## src/rtl/branch_resolve_unit.sv

```systemverilog
// EX-side branch resolution: carries IF predictions through ID/EX, checks them against the real outcome,
// drives the single BHT/BTB update and the mispredict redirect. Optional BR_STATS_EN adds branch/mispredict counters.
module branch_resolve_unit #(
  parameter int PC_W  = 32,
  parameter int CNT_W = 32
) (
  input  logic            clk,
  input  logic            rst,
  input  logic [PC_W-1:0] PC_IF,
  input  logic            pred_taken_IF,
  input  logic [PC_W-1:0] pred_target_IF,
  input  logic            stall_ID,
  input  logic            stall_EX,
  input  logic            flush_ID,
  input  logic            flush_EX,
  input  logic            is_br_EX,
  input  logic            br_taken_EX,
  input  logic [PC_W-1:0] br_target_EX,
  output logic            bht_wr_req,
  output logic [PC_W-1:0] bht_PC,
  output logic            bht_taken,
  output logic            btb_wr_req,
  output logic            btb_valid,
  output logic [PC_W-1:0] btb_target,
  output logic            mispredict,
  output logic [PC_W-1:0] redirect_PC
`ifdef BR_STATS_EN
  ,
  output logic [CNT_W-1:0] br_cnt,
  output logic [CNT_W-1:0] mispred_cnt
`endif
);

  typedef struct packed {
    logic            v;
    logic [PC_W-1:0] pc;
    logic            pt;
    logic [PC_W-1:0] tgt;
  } slot_t;

  slot_t id_q, id_d, ex_q, ex_d;
  logic  done_q, done_d;

  logic            res, tgt_mis;
  logic [PC_W-1:0] pc_inc, act_tgt;

  // Resolution outputs: everything is gated by a live, not-yet-resolved EX entry.
  always_comb begin
    res     = ex_q.v & ~done_q & ~rst;
    pc_inc  = ex_q.pc + PC_W'(4);
    act_tgt = br_taken_EX ? br_target_EX : pc_inc;
    tgt_mis = ex_q.tgt != br_target_EX;

    mispredict  = res & ((is_br_EX & ((ex_q.pt != br_taken_EX) | (ex_q.pt & br_taken_EX & tgt_mis)))
                       | (~is_br_EX & ex_q.pt));
    redirect_PC = res ? (is_br_EX ? act_tgt : pc_inc) : '0;

    bht_wr_req  = res & is_br_EX;
    bht_PC      = res ? ex_q.pc : '0;
    bht_taken   = res & br_taken_EX;

    // A non-branch that was predicted taken has a stale BTB entry: invalidate it.
    btb_wr_req  = res & ((is_br_EX & br_taken_EX & (~ex_q.pt | tgt_mis)) | (~is_br_EX & ex_q.pt));
    btb_valid   = res & is_br_EX;
    btb_target  = res ? br_target_EX : '0;
  end

  // Slot advance: squash > flush > stall > load.
  always_comb begin
    id_d   = id_q;
    ex_d   = ex_q;
    done_d = done_q;

    if (mispredict || flush_ID) id_d.v = 1'b0;
    else if (!stall_ID)         id_d   = '{v: 1'b1, pc: PC_IF, pt: pred_taken_IF, tgt: pred_target_IF};

    if (mispredict || flush_EX) begin
      ex_d.v = 1'b0;
      done_d = 1'b0;
    end else if (stall_EX) begin
      // Held entry already resolved this cycle; keep it from writing again.
      if (res) done_d = 1'b1;
    end else begin
      ex_d   = id_q;
      done_d = 1'b0;
    end
  end

  always_ff @(posedge clk or posedge rst) begin
    if (rst) begin
      id_q   <= '0;
      ex_q   <= '0;
      done_q <= 1'b0;
    end else begin
      id_q   <= id_d;
      ex_q   <= ex_d;
      done_q <= done_d;
    end
  end

`ifdef BR_STATS_EN
  logic [CNT_W-1:0] br_cnt_q, br_cnt_d, mispred_cnt_q, mispred_cnt_d;

  always_comb begin
    br_cnt_d      = br_cnt_q + CNT_W'(bht_wr_req);
    mispred_cnt_d = mispred_cnt_q + CNT_W'(mispredict);
  end

  always_ff @(posedge clk or posedge rst) begin
    if (rst) begin
      br_cnt_q      <= '0;
      mispred_cnt_q <= '0;
    end else begin
      br_cnt_q      <= br_cnt_d;
      mispred_cnt_q <= mispred_cnt_d;
    end
  end

  assign br_cnt      = br_cnt_q;
  assign mispred_cnt = mispred_cnt_q;
`endif

endmodule

```

## config.mk

```make
export PLATFORM = sky130hd
export DESIGN_NAME = branch_resolve_unit
export DESIGN_NICKNAME = d
export VERILOG_FILES = /design/src/rtl/branch_resolve_unit.sv
export SDC_FILE = /design/constraint.sdc
export NUM_CORES = 1
export LEC_CHECK = 0
export ABC_CLOCK_PERIOD_IN_PS = 9550
export CAP_MARGIN = 20
export CORE_MARGIN = 5
export CORE_UTILIZATION = 25
export DETAILED_ROUTE_END_ITERATION = 6
export SETUP_SLACK_MARGIN = 0.3
export SYNTH_ARGS = -nofsm -noshare
export SYNTH_HDL_FRONTEND = slang
export SYNTH_SLANG_ARGS = --single-unit
```

## constraint.sdc

```tcl
create_clock -name clk -period 9.55 [get_ports clk]
set_input_delay 1.4325 -clock clk [delete_from_list [all_inputs] [get_ports clk]]
set_output_delay 1.4325 -clock clk [all_outputs]
set_load 0.05 [all_outputs]
```

==> results of run 1 <==
==> power by group <==
part	switching, mW	internal (mW)
clock network	0.287	0.344
registers	0.103	0.680
logic	0.173	0.171
==> routing by layer <==
metal,part of all wire [%],GRT usage [%],routed length (um)
met1,45,19.8,10300
met2,47,23.9,10700
met3,5.8,4.48,1330
met4,2.5,5.04,573
met5,0,0,0
==> area by class of cell <==
type                            instances  area share (%)
Timing Repair Buffer                  213            21.9
Multi-Input combinational cell        400            33.3
Inverter                                3           0.168
Clock buffer                           17            4.40
Sequential cell                       133            34.4
Tap cell                              341            4.41
Clock inverter                         15            1.40
==> cell usage in the layout, fill, tap and decap left out, types with 17 or more instances in the layout <==
master / synthesis / layout
sky130_fd_sc_hd__clkbuf_16: 0 / 17
sky130_fd_sc_hd__xor2_1: 52 / 52
sky130_fd_sc_hd__mux2_1: 130 / 130
sky130_fd_sc_hd__o21ai_0: 20 / 20
sky130_fd_sc_hd__nor2_1: 18 / 17
sky130_fd_sc_hd__clkdlybuf4s50_1: 0 / 205
sky130_fd_sc_hd__nand2_1: 19 / 18
sky130_fd_sc_hd__and3_1: 70 / 70
sky130_fd_sc_hd__a21oi_1: 23 / 23
sky130_fd_sc_hd__dfrtp_1: 133 / 132
==> worst paths after layout <==
check | start | end | cells past startpoint
worst max-delay path | rst | mispredict | 7
max in group asynchronous | rst | ex_q[65] | 3
worst min-delay path | id_q[60] | ex_q[60] | 1
min in group asynchronous | rst | id_q[40] | 2
worst min register to register | id_q[60] | ex_q[60] | 1
worst max register to register | done_q | id_q[12] | 7
==> logic make-up after synthesis <==
kind of cell	count (synthesis)	share of synthesized area (%)
flops	133	49.2
compound gates	55	4.57
fa+ha+maj	2	0.370
buf+inv	42	3.64
simple gates	152	12.7
mux	131	21.8
xor+xnor	60	7.77
==> flip-flops by register name (all words and copies together), names as in the netlist <==
signal  flops
done_q      1
ex_q       66
id_q       66
==> results.toml, run 1 <==
[synth]
ys.flop_type = "sky130_fd_sc_hd__dfrtp_1"
dominant_cell_type_by_area_after_synthesis = "sky130_fd_sc_hd__dfrtp_1"
yosys_register_bits = 133
synthDistinctLibCells = 30
synth_fp_nets = 682
cells_after_synth = 575
syn_area_mm2 = 0.00677
synth-edff-count = 0
synth.most_common_cell = "sky130_fd_sc_hd__dfrtp_1"
synth_top_area_share_pct = 49.2
async_reset_ff_share_pct = 100
synthTopCellsByArea = "sky130_fd_sc_hd__dfrtp_1 (49%), sky130_fd_sc_hd__mux2_1 (22%), sky130_fd_sc_hd__xor2_1 (6.7%)"
ys.warnings.count = 0
syn_avg_cell_area_um2 = 11.8
yosysSeqAreaShare_pct = 49.2
most_instantiated_cells_after_synthesis = "sky130_fd_sc_hd__dfrtp_1 (133), sky130_fd_sc_hd__mux2_1 (130), sky130_fd_sc_hd__and3_1 (70), sky130_fd_sc_hd__xor2_1 (52)"

[worst_setup_path]
critical_path.top_delay_family = "buffers and inverters"
timing.critical_path.from_type = "input pin"
path_buf_inv = 3
endpoint_kind = "output port"
worst_ep_arrival_time_ns = 4.89
path_max_fanout = 67
slowest_delay_ns = 0.86
timing.setup.critical_path_class = "input pin to output port"
crit_path_cell_trace = "clkdlybuf4s50_1 -> nor2_4 -> buf_4 -> nand2_1 -> a21oi_1 -> or2_1 -> clkdlybuf4s50_1"
cp_slowest_cell = "sky130_fd_sc_hd__clkdlybuf4s50_1"
required_ns = 8.12
reg2reg_setup_slack_ns = 6.37
cpMostUsedCell = "sky130_fd_sc_hd__clkdlybuf4s50_1"

[timing]
max-slew-margin-rel_pct = 32.9
setup-tns-final_ns = 0
grt_setup_unrepaired = "false"
fin_crit_ns = 6.32
clock_skew_ns = 0.0126
hold_ws_ns = 0.483
timing_max_transition_violations_final = 0
timing_hold_violations_final = 0
timing.final.crit_share_pct = 66.2
worst_tran_pin_value_ns = 1.00
finalSetupViolations = 0
fin_ws_ns = 3.23
max_clock_freq_ghz = 0.158

[route]
first_iter_violations = 267
vias = 5168
dr_drc_count = 0
detailedRoute.firstPassIterationCount = 6
via_cell_ratio = 4.61
post_route_antenna_net_violation_count = 0
wl_per_cell_um = 20.4
detail_route.wirelength_um = 22900

[layout]
design.final.nets = 875
antenna-diode-count = 0
areaGrowthSynthToFinish_pct = 42.9
drive_gt1_share_pct = 5.89
multiInputGateArea_mm2 = 0.00322
utilization_pct = 36.1
postLayoutCellArea_mm2 = 0.00967
layout.filler_cells = 2636
final_cells = 1122
layout.area.seq_mm2 = 0.00333

[pwr]
total_power_mw = 1.76
irDropWorstVdd_v = 0.000105
power_density_mw_per_mm2 = 182
power.leakage_nw = 4.00

[clocking]
clk_pin_slew_ns = 0.06
cts_sinks = 133
clock_path_buffers = 2
post_cts_resize_count = 0
cts_made_buffers = 17
cts_setup_buffers = 0
cts_hold_repair.buffers = 0
htree_num_levels = 4
clock_latency_ns = 0.42
clockRootBuffer = "sky130_fd_sc_hd__clkbuf_16"
tritoncts = "built"

[die]
initial_utilization_pct = 25.2
chipHeight_um = 175
die_x_um = 175
dieArea_mm2 = 0.0305
design.core.area_mm2 = 0.0268
floorplan.rows = 60
num_io_pins = 206

[global_route]
number_of_antenna_violations_at_the_first_check_in_global_routing = 1
number_of_global_route_vias_before_repair = 5429
track_usage_pct = 15.1
global_route_wire_length_before_repair_um = 34700
grt_start_max_net_pins = 78
globalRouteOverflowTotal = 0

[place]
post-place-ws_ns = 3.25
place.detailed.hpwl_um = 17200
dp_cells = 1090
dpl-instance-area_mm2 = 0.00911
routabilityCongestion = 0.822
io_buffer_count = 205

[job]
cap_viol_max_count = 0

[worst_hold_path]
hold_path.class = "flip-flop to flip-flop"

[status]
status = "finished clean"
Power figures use the tool's default switching activity.
==> run 2, diff against run 1 <==
--- a/config.mk
+++ b/config.mk
@@ -5,7 +5,7 @@
 export SDC_FILE = /design/constraint.sdc
 export NUM_CORES = 1
 export LEC_CHECK = 0
-export ABC_CLOCK_PERIOD_IN_PS = 9550
+export ABC_CLOCK_PERIOD_IN_PS = 6240
 export CAP_MARGIN = 20
 export CORE_MARGIN = 5
 export CORE_UTILIZATION = 25
==> constraint.sdc (replaced) <==
create_clock -name clk -period 6.24 [get_ports clk]
set_input_delay 0.936 -clock clk [delete_from_list [all_inputs] [get_ports clk]]
set_output_delay 0.936 -clock clk [all_outputs]
set_load 0.05 [all_outputs]
==> run 2 against run 1 <==
Against the previous run: final cell count is the same; critical path type unchanged; global-route usage shrank 0.17 points; non-clock buffer count is the same; design area grew 1.8%; routed wire length grew 0.62%; critical path depth shrank 1; clock power grew 95%; sequential share of layout area shrank 0.60 points; largest cell class unchanged; first-iteration DRC count grew 11%; highest routed layer unchanged.
==> results.toml, run 2 (synthesized netlist as in run 1, its figures left out) <==
[clocking]
cts_setup_buffers = 0
clk_pin_slew_ns = 0.06
htree_num_levels = 4
tritoncts = "built"
cts_hold_repair.buffers = 0
cts_made_buffers = 17
cts_sinks = 133
clockRootBuffer = "sky130_fd_sc_hd__clkbuf_16"
clock_path_buffers = 2
clock_latency_ns = 0.41
post_cts_resize_count = 0

[route]
wl_per_cell_um = 20.5
first_iter_violations = 296
post_route_antenna_net_violation_count = 0
dr_drc_count = 0
via_cell_ratio = 4.60
detail_route.wirelength_um = 23100
detailedRoute.firstPassIterationCount = 5
vias = 5164

[global_route]
global_route_wire_length_before_repair_um = 34500
number_of_global_route_vias_before_repair = 5401
globalRouteOverflowTotal = 0
number_of_antenna_violations_at_the_first_check_in_global_routing = 1
grt_start_max_net_pins = 72
track_usage_pct = 14.9

[die]
design.core.area_mm2 = 0.0268
floorplan.rows = 60
num_io_pins = 206
chipHeight_um = 175
dieArea_mm2 = 0.0305
initial_utilization_pct = 25.2
die_x_um = 175

[job]
cap_viol_max_count = 0

[place]
place.detailed.hpwl_um = 17400
dpl-instance-area_mm2 = 0.00909
io_buffer_count = 205
routabilityCongestion = 0.772
post-place-ws_ns = 1.10

[worst_setup_path]
slowest_delay_ns = 0.87
critical_path.top_delay_family = "buffers and inverters"
path_max_fanout = 24
worst_ep_arrival_time_ns = 4.12
timing.critical_path.from_type = "input pin"
cp_slowest_cell = "sky130_fd_sc_hd__clkdlybuf4s50_1"
crit_path_cell_trace = "clkdlybuf4s50_1 -> nor2_4 -> and2_1 -> o21ai_0 -> a21oi_1 -> clkdlybuf4s50_1"
cpMostUsedCell = "sky130_fd_sc_hd__clkdlybuf4s50_1"
endpoint_kind = "output port"
timing.setup.critical_path_class = "input pin to output port"
required_ns = 5.30
path_buf_inv = 2

[layout]
areaGrowthSynthToFinish_pct = 45.4
utilization_pct = 36.7
top_regs = "ex_q: 66 flops, id_q: 66 flops, done_q: 1 flops"
layout.cells.most_common_list = "sky130_fd_sc_hd__clkdlybuf4s50_1 (205), sky130_fd_sc_hd__dfrtp_1 (132), sky130_fd_sc_hd__mux2_1 (130)"
postLayoutCellArea_mm2 = 0.00984
antenna-diode-count = 0
layout.cells.most_common = "sky130_fd_sc_hd__clkdlybuf4s50_1"
drive_gt1_share_pct = 5.89
design.final.nets = 875

[timing]
timing_hold_violations_final = 0
timing.final.crit_share_pct = 81.0
hold_ws_ns = 0.480
clock_skew_ns = 0.0108
fin_ws_ns = 1.19
grt_setup_unrepaired = "false"
max-slew-margin-rel_pct = 27.5
worst_tran_pin_value_ns = 1.09
max_clock_freq_ghz = 0.198
finalSetupViolations = 0
fin_crit_ns = 5.05
timing_max_transition_violations_final = 0
setup-tns-final_ns = 0

[status]
status = "finished clean"

[pwr]
power.leakage_nw = 4.08
irDropWorstVdd_v = 0.000144
power_density_mw_per_mm2 = 301

[worst_hold_path]
hold_path.class = "flip-flop to flip-flop"
## run 2: changes by cell type in the layout (fill, tap and decap cells not counted), moves of 4 or more
| cell | change |
|---|---|
| sky130_fd_sc_hd__bufinv_16 | +7 |
| sky130_fd_sc_hd__inv_6 | -6 |
| sky130_fd_sc_hd__clkbuf_8 | +4 |
| sky130_fd_sc_hd__inv_8 | -4 |
## run 2: area by class of cell
class | count | area [um2]
fillers | 2594 | 17000
well taps | 341 | 427
clock buffers | 21 | 480
multi-input cells | 400 | 3220
inverters | 3 | 16.3
clock inverters | 11 | 244
flip-flops and latches | 133 | 3330
repair buffers | 213 | 2120
## run 2: power by group
group	switching [mW]	leakage, nW	internal [mW]
Clock	0.395	0.350	0.836
Combinational	0.260	2.16	0.262
Sequential	0.167	1.57	1.04
Total	0.821	4.08	2.14
## run 2: path summary, 6_finish.rpt
| check | startpoint | end | slack (ns) | depth (start not counted) |
|---|---|---|---|---|
| worst max-delay path | rst | redirect_PC[10] | 1.19 | 6 |
| worst min-delay path | id_q[36] | id_q[36] | 0.48 | 1 |
| worst max register to register | ex_q[21] | id_q[5] | 3.30 | 7 |
| worst min register to register | id_q[36] | id_q[36] | 0.48 | 1 |
| max in group asynchronous | rst | ex_q[4] | 3.73 | 3 |
| min in group asynchronous | rst | ex_q[65] | 1.13 | 2 |
## run 2: worst register-to-register path: stages (launching register included)
cell                      delay, ns
sky130_fd_sc_hd__dfrtp_1       0.39
sky130_fd_sc_hd__xor2_1        0.17
sky130_fd_sc_hd__nor4_1        0.40
sky130_fd_sc_hd__nand4_1       0.19
sky130_fd_sc_hd__o311a_1       0.44
sky130_fd_sc_hd__nor4_4        0.27
sky130_fd_sc_hd__buf_4         0.53
sky130_fd_sc_hd__mux2_1        0.44
## run 2: routing by layer
metal / GRT usage (%) / part of all wire, % / wire, um / vias up
met5: 0 / 0 / 0 / -
met4: 3.96 / 1.4 / 322 / 0
met3: 3.00 / 4.2 / 969 / 19
met2: 24.3 / 47 / 10900 / 142
met1: 20.3 / 47 / 10900 / 2562
li1: - / - / - / 2441
## run 2: stage by stage
stage | cells | total power, mW
finish | 1122 | 2.96
global route | 1122 | 3.10
CTS | 1121 | 3.00
detailed placement | 1089 | 1.75
global placement | 1089 | 1.74
floorplan | 575 | 1.51
==> run 3, diff against run 2 <==
--- a/config.mk
+++ b/config.mk
@@ -5,7 +5,7 @@
 export SDC_FILE = /design/constraint.sdc
 export NUM_CORES = 1
 export LEC_CHECK = 0
-export ABC_CLOCK_PERIOD_IN_PS = 6240
+export ABC_CLOCK_PERIOD_IN_PS = 4990
 export CAP_MARGIN = 20
 export CORE_MARGIN = 5
 export CORE_UTILIZATION = 25
==> constraint.sdc (replaced) <==
create_clock -name clk -period 4.99 [get_ports clk]
set_input_delay 0.7485 -clock clk [delete_from_list [all_inputs] [get_ports clk]]
set_output_delay 0.7485 -clock clk [all_outputs]
set_load 0.05 [all_outputs]
==> run 3 against run 2 <==
Against the previous run: design area shrank 0.92%; critical path type unchanged; clock power rose by 6%; power grew 17%; non-clock buffer count rose by 3; highest routed layer unchanged; largest power group is now sequential cells.
==> results.toml, run 3 (synthesized netlist as in run 1, its figures left out) <==
[place]
place.detailed.hpwl_um = 17500
dp_cells = 1092
io_buffer_count = 205
routabilityCongestion = 0.773
post-place-ws_ns = 0.451

[layout]
layout.cells.most_common_list = "sky130_fd_sc_hd__clkdlybuf4s50_1 (202), sky130_fd_sc_hd__dfrtp_1 (132), sky130_fd_sc_hd__mux2_1 (130)"
layout.area.seq_mm2 = 0.00333
antenna-diode-count = 0
layout.cells.most_common = "sky130_fd_sc_hd__clkdlybuf4s50_1"
top_regs = "ex_q: 66 flops, id_q: 66 flops, done_q: 1 flops"
multiInputGateArea_mm2 = 0.00322
drive_gt1_share_pct = 6.63
areaGrowthSynthToFinish_pct = 44.1
layout.filler_cells = 2634
design.final.nets = 878
final_cells = 1125

[clocking]
cts_setup_buffers = 0
post_cts_resize_count = 0
clk_pin_slew_ns = 0.07
htree_num_levels = 4
cts_made_buffers = 17
cts_hold_repair.buffers = 0
clock_latency_ns = 0.43
cts_sinks = 133
clockRootBuffer = "sky130_fd_sc_hd__clkbuf_16"
clock_path_buffers = 2
tritoncts = "built"

[die]
floorplan.rows = 60
dieArea_mm2 = 0.0305
chipHeight_um = 175
num_io_pins = 206
design.core.area_mm2 = 0.0268
die_x_um = 175
initial_utilization_pct = 25.2

[global_route]
globalRouteOverflowTotal = 0
track_usage_pct = 15.1
global_route_wire_length_before_repair_um = 34700
number_of_antenna_violations_at_the_first_check_in_global_routing = 0
grt_start_max_net_pins = 66
number_of_global_route_vias_before_repair = 5373

[worst_setup_path]
cp_slowest_cell = "sky130_fd_sc_hd__clkdlybuf4s50_1"
endpoint_kind = "output port"
timing.critical_path.from_type = "input pin"
worst_r2r_src = "ex_q[21]"
path_max_fanout = 20
required_ns = 4.24
timing.setup.critical_path_class = "input pin to output port"
register_to_register_path_depth = 7
crit-reg2reg-capture = "ex_q[61]"
crit_path_cell_trace = "clkdlybuf4s50_1 -> nor2_4 -> and2_1 -> o21ai_0 -> a21oi_1 -> clkdlybuf4s50_1"
worst_ep_arrival_time_ns = 3.60
cpMostUsedCell = "sky130_fd_sc_hd__clkdlybuf4s50_1"
slowest_delay_ns = 0.85
reg2reg_setup_slack_ns = 2.06

[timing]
hold_ws_ns = 0.477
max_clock_freq_ghz = 0.230
timing_max_transition_violations_final = 0
max-slew-margin-rel_pct = 54.7
worst_tran_pin_value_ns = 0.672
timing_hold_violations_final = 0
grt_setup_unrepaired = "false"
clock_skew_ns = 0.0117
setup-tns-final_ns = 0
finalSetupViolations = 0
timing.final.crit_share_pct = 87.2
fin_ws_ns = 0.638
fin_crit_ns = 4.35

[pwr]
internal-power_mw = 2.40
power.leakage_nw = 4.04
power.share.switching_pct = 30.7
seq_power_share_pct = 43.4
clock_power_share_pct = 37.5
combPwrFrac_pct = 19.1
switching_power_mw = 1.06
power_density_mw_per_mm2 = 355
irDropWorstVdd_v = 0.000194

[route]
wl_per_cell_um = 20.7
first_iter_violations = 331
detailedRoute.firstPassIterationCount = 4
via_cell_ratio = 4.63
vias = 5209
detail_route.wirelength_um = 23300
dr_drc_count = 0
post_route_antenna_net_violation_count = 0

[status]
status = "finished clean"

[worst_hold_path]
min-delay-start = "id_q[43]"
hold_depth = 1
holdPathEnd = "ex_q[43]"
hold_path.class = "flip-flop to flip-flop"

[job]
cap_viol_max_count = 0
==> run 3: changes by cell type in the layout (fill, tap and decap cells not counted) <==
cell,before,now
sky130_fd_sc_hd__buf_4,7,12
sky130_fd_sc_hd__bufinv_16,7,2
sky130_fd_sc_hd__inv_6,1,6
sky130_fd_sc_hd__clkbuf_8,4,1
sky130_fd_sc_hd__clkdlybuf4s50_1,205,202
sky130_fd_sc_hd__inv_8,0,2
sky130_fd_sc_hd__buf_12,1,2
sky130_fd_sc_hd__clkinvlp_4,1,2
==> run 3: stage by stage <==
stage / instance area (um2) / power (mW) / utilization, %
final: 9750 / 3.46 / 36.4
after CTS: 9730 / 3.51 / 36.3
after global routing: 9750 / 3.65 / 36.4
after floorplan: 6770 / 1.89 / -
after global placement: 9120 / 2.18 / 34.0
after detailed placement: 9120 / 2.19 / 34.0
==> run 3: metal layers <==
layer / vias up / GRT usage, % / part of all wire [%]
li1: 2462 / - / -
met4: 0 / 4.52 / 1.9
met2: 155 / 23.9 / 47
met5: - / 0 / 0
met1: 2568 / 20.5 / 46
met3: 24 / 3.83 / 5.2
==> run 3: critical path: cells and delay by family <==
kind / cells / cell delay (ns)
AO/OA/AOI/OAI: 2 / 0.75
buffers and inverters: 2 / 1.37
AND/OR/NAND/NOR: 2 / 0.72
==> run 3: how the worst max path moves through the flow <==
stage / cells past startpoint / slack (ns) / to / startpoint
after floorplan: 1 / 0.69 / done_q / rst
after global placement: 5 / 0.43 / redirect_PC[14] / br_taken_EX
after detailed placement: 5 / 0.45 / redirect_PC[14] / br_taken_EX
after CTS: 5 / 0.46 / redirect_PC[14] / br_taken_EX
after global routing: 6 / 0.54 / redirect_PC[15] / rst
final: 6 / 0.64 / redirect_PC[16] / rst
==> run 3: power groups by stage <==
| stage | registers [mW] | logic (mW) | clock network, mW |
|---|---|---|---|
| after global routing | 1.54 | 0.726 | 1.38 |
| final | 1.50 | 0.660 | 1.30 |
| after global placement | 1.52 | 0.659 | 0 |
| after floorplan | 1.44 | 0.446 | 0 |
| after detailed placement | 1.52 | 0.665 | 0 |
| after CTS | 1.50 | 0.671 | 1.34 |
==> run 3: area by class of cell <==
class	count	area share [%]
clock inverters	14	1.72
multi-input cells	400	33.0
repair buffers	216	22.1
well taps	341	4.38
clock buffers	18	4.50
inverters	3	0.167
flip-flops and latches	133	34.2
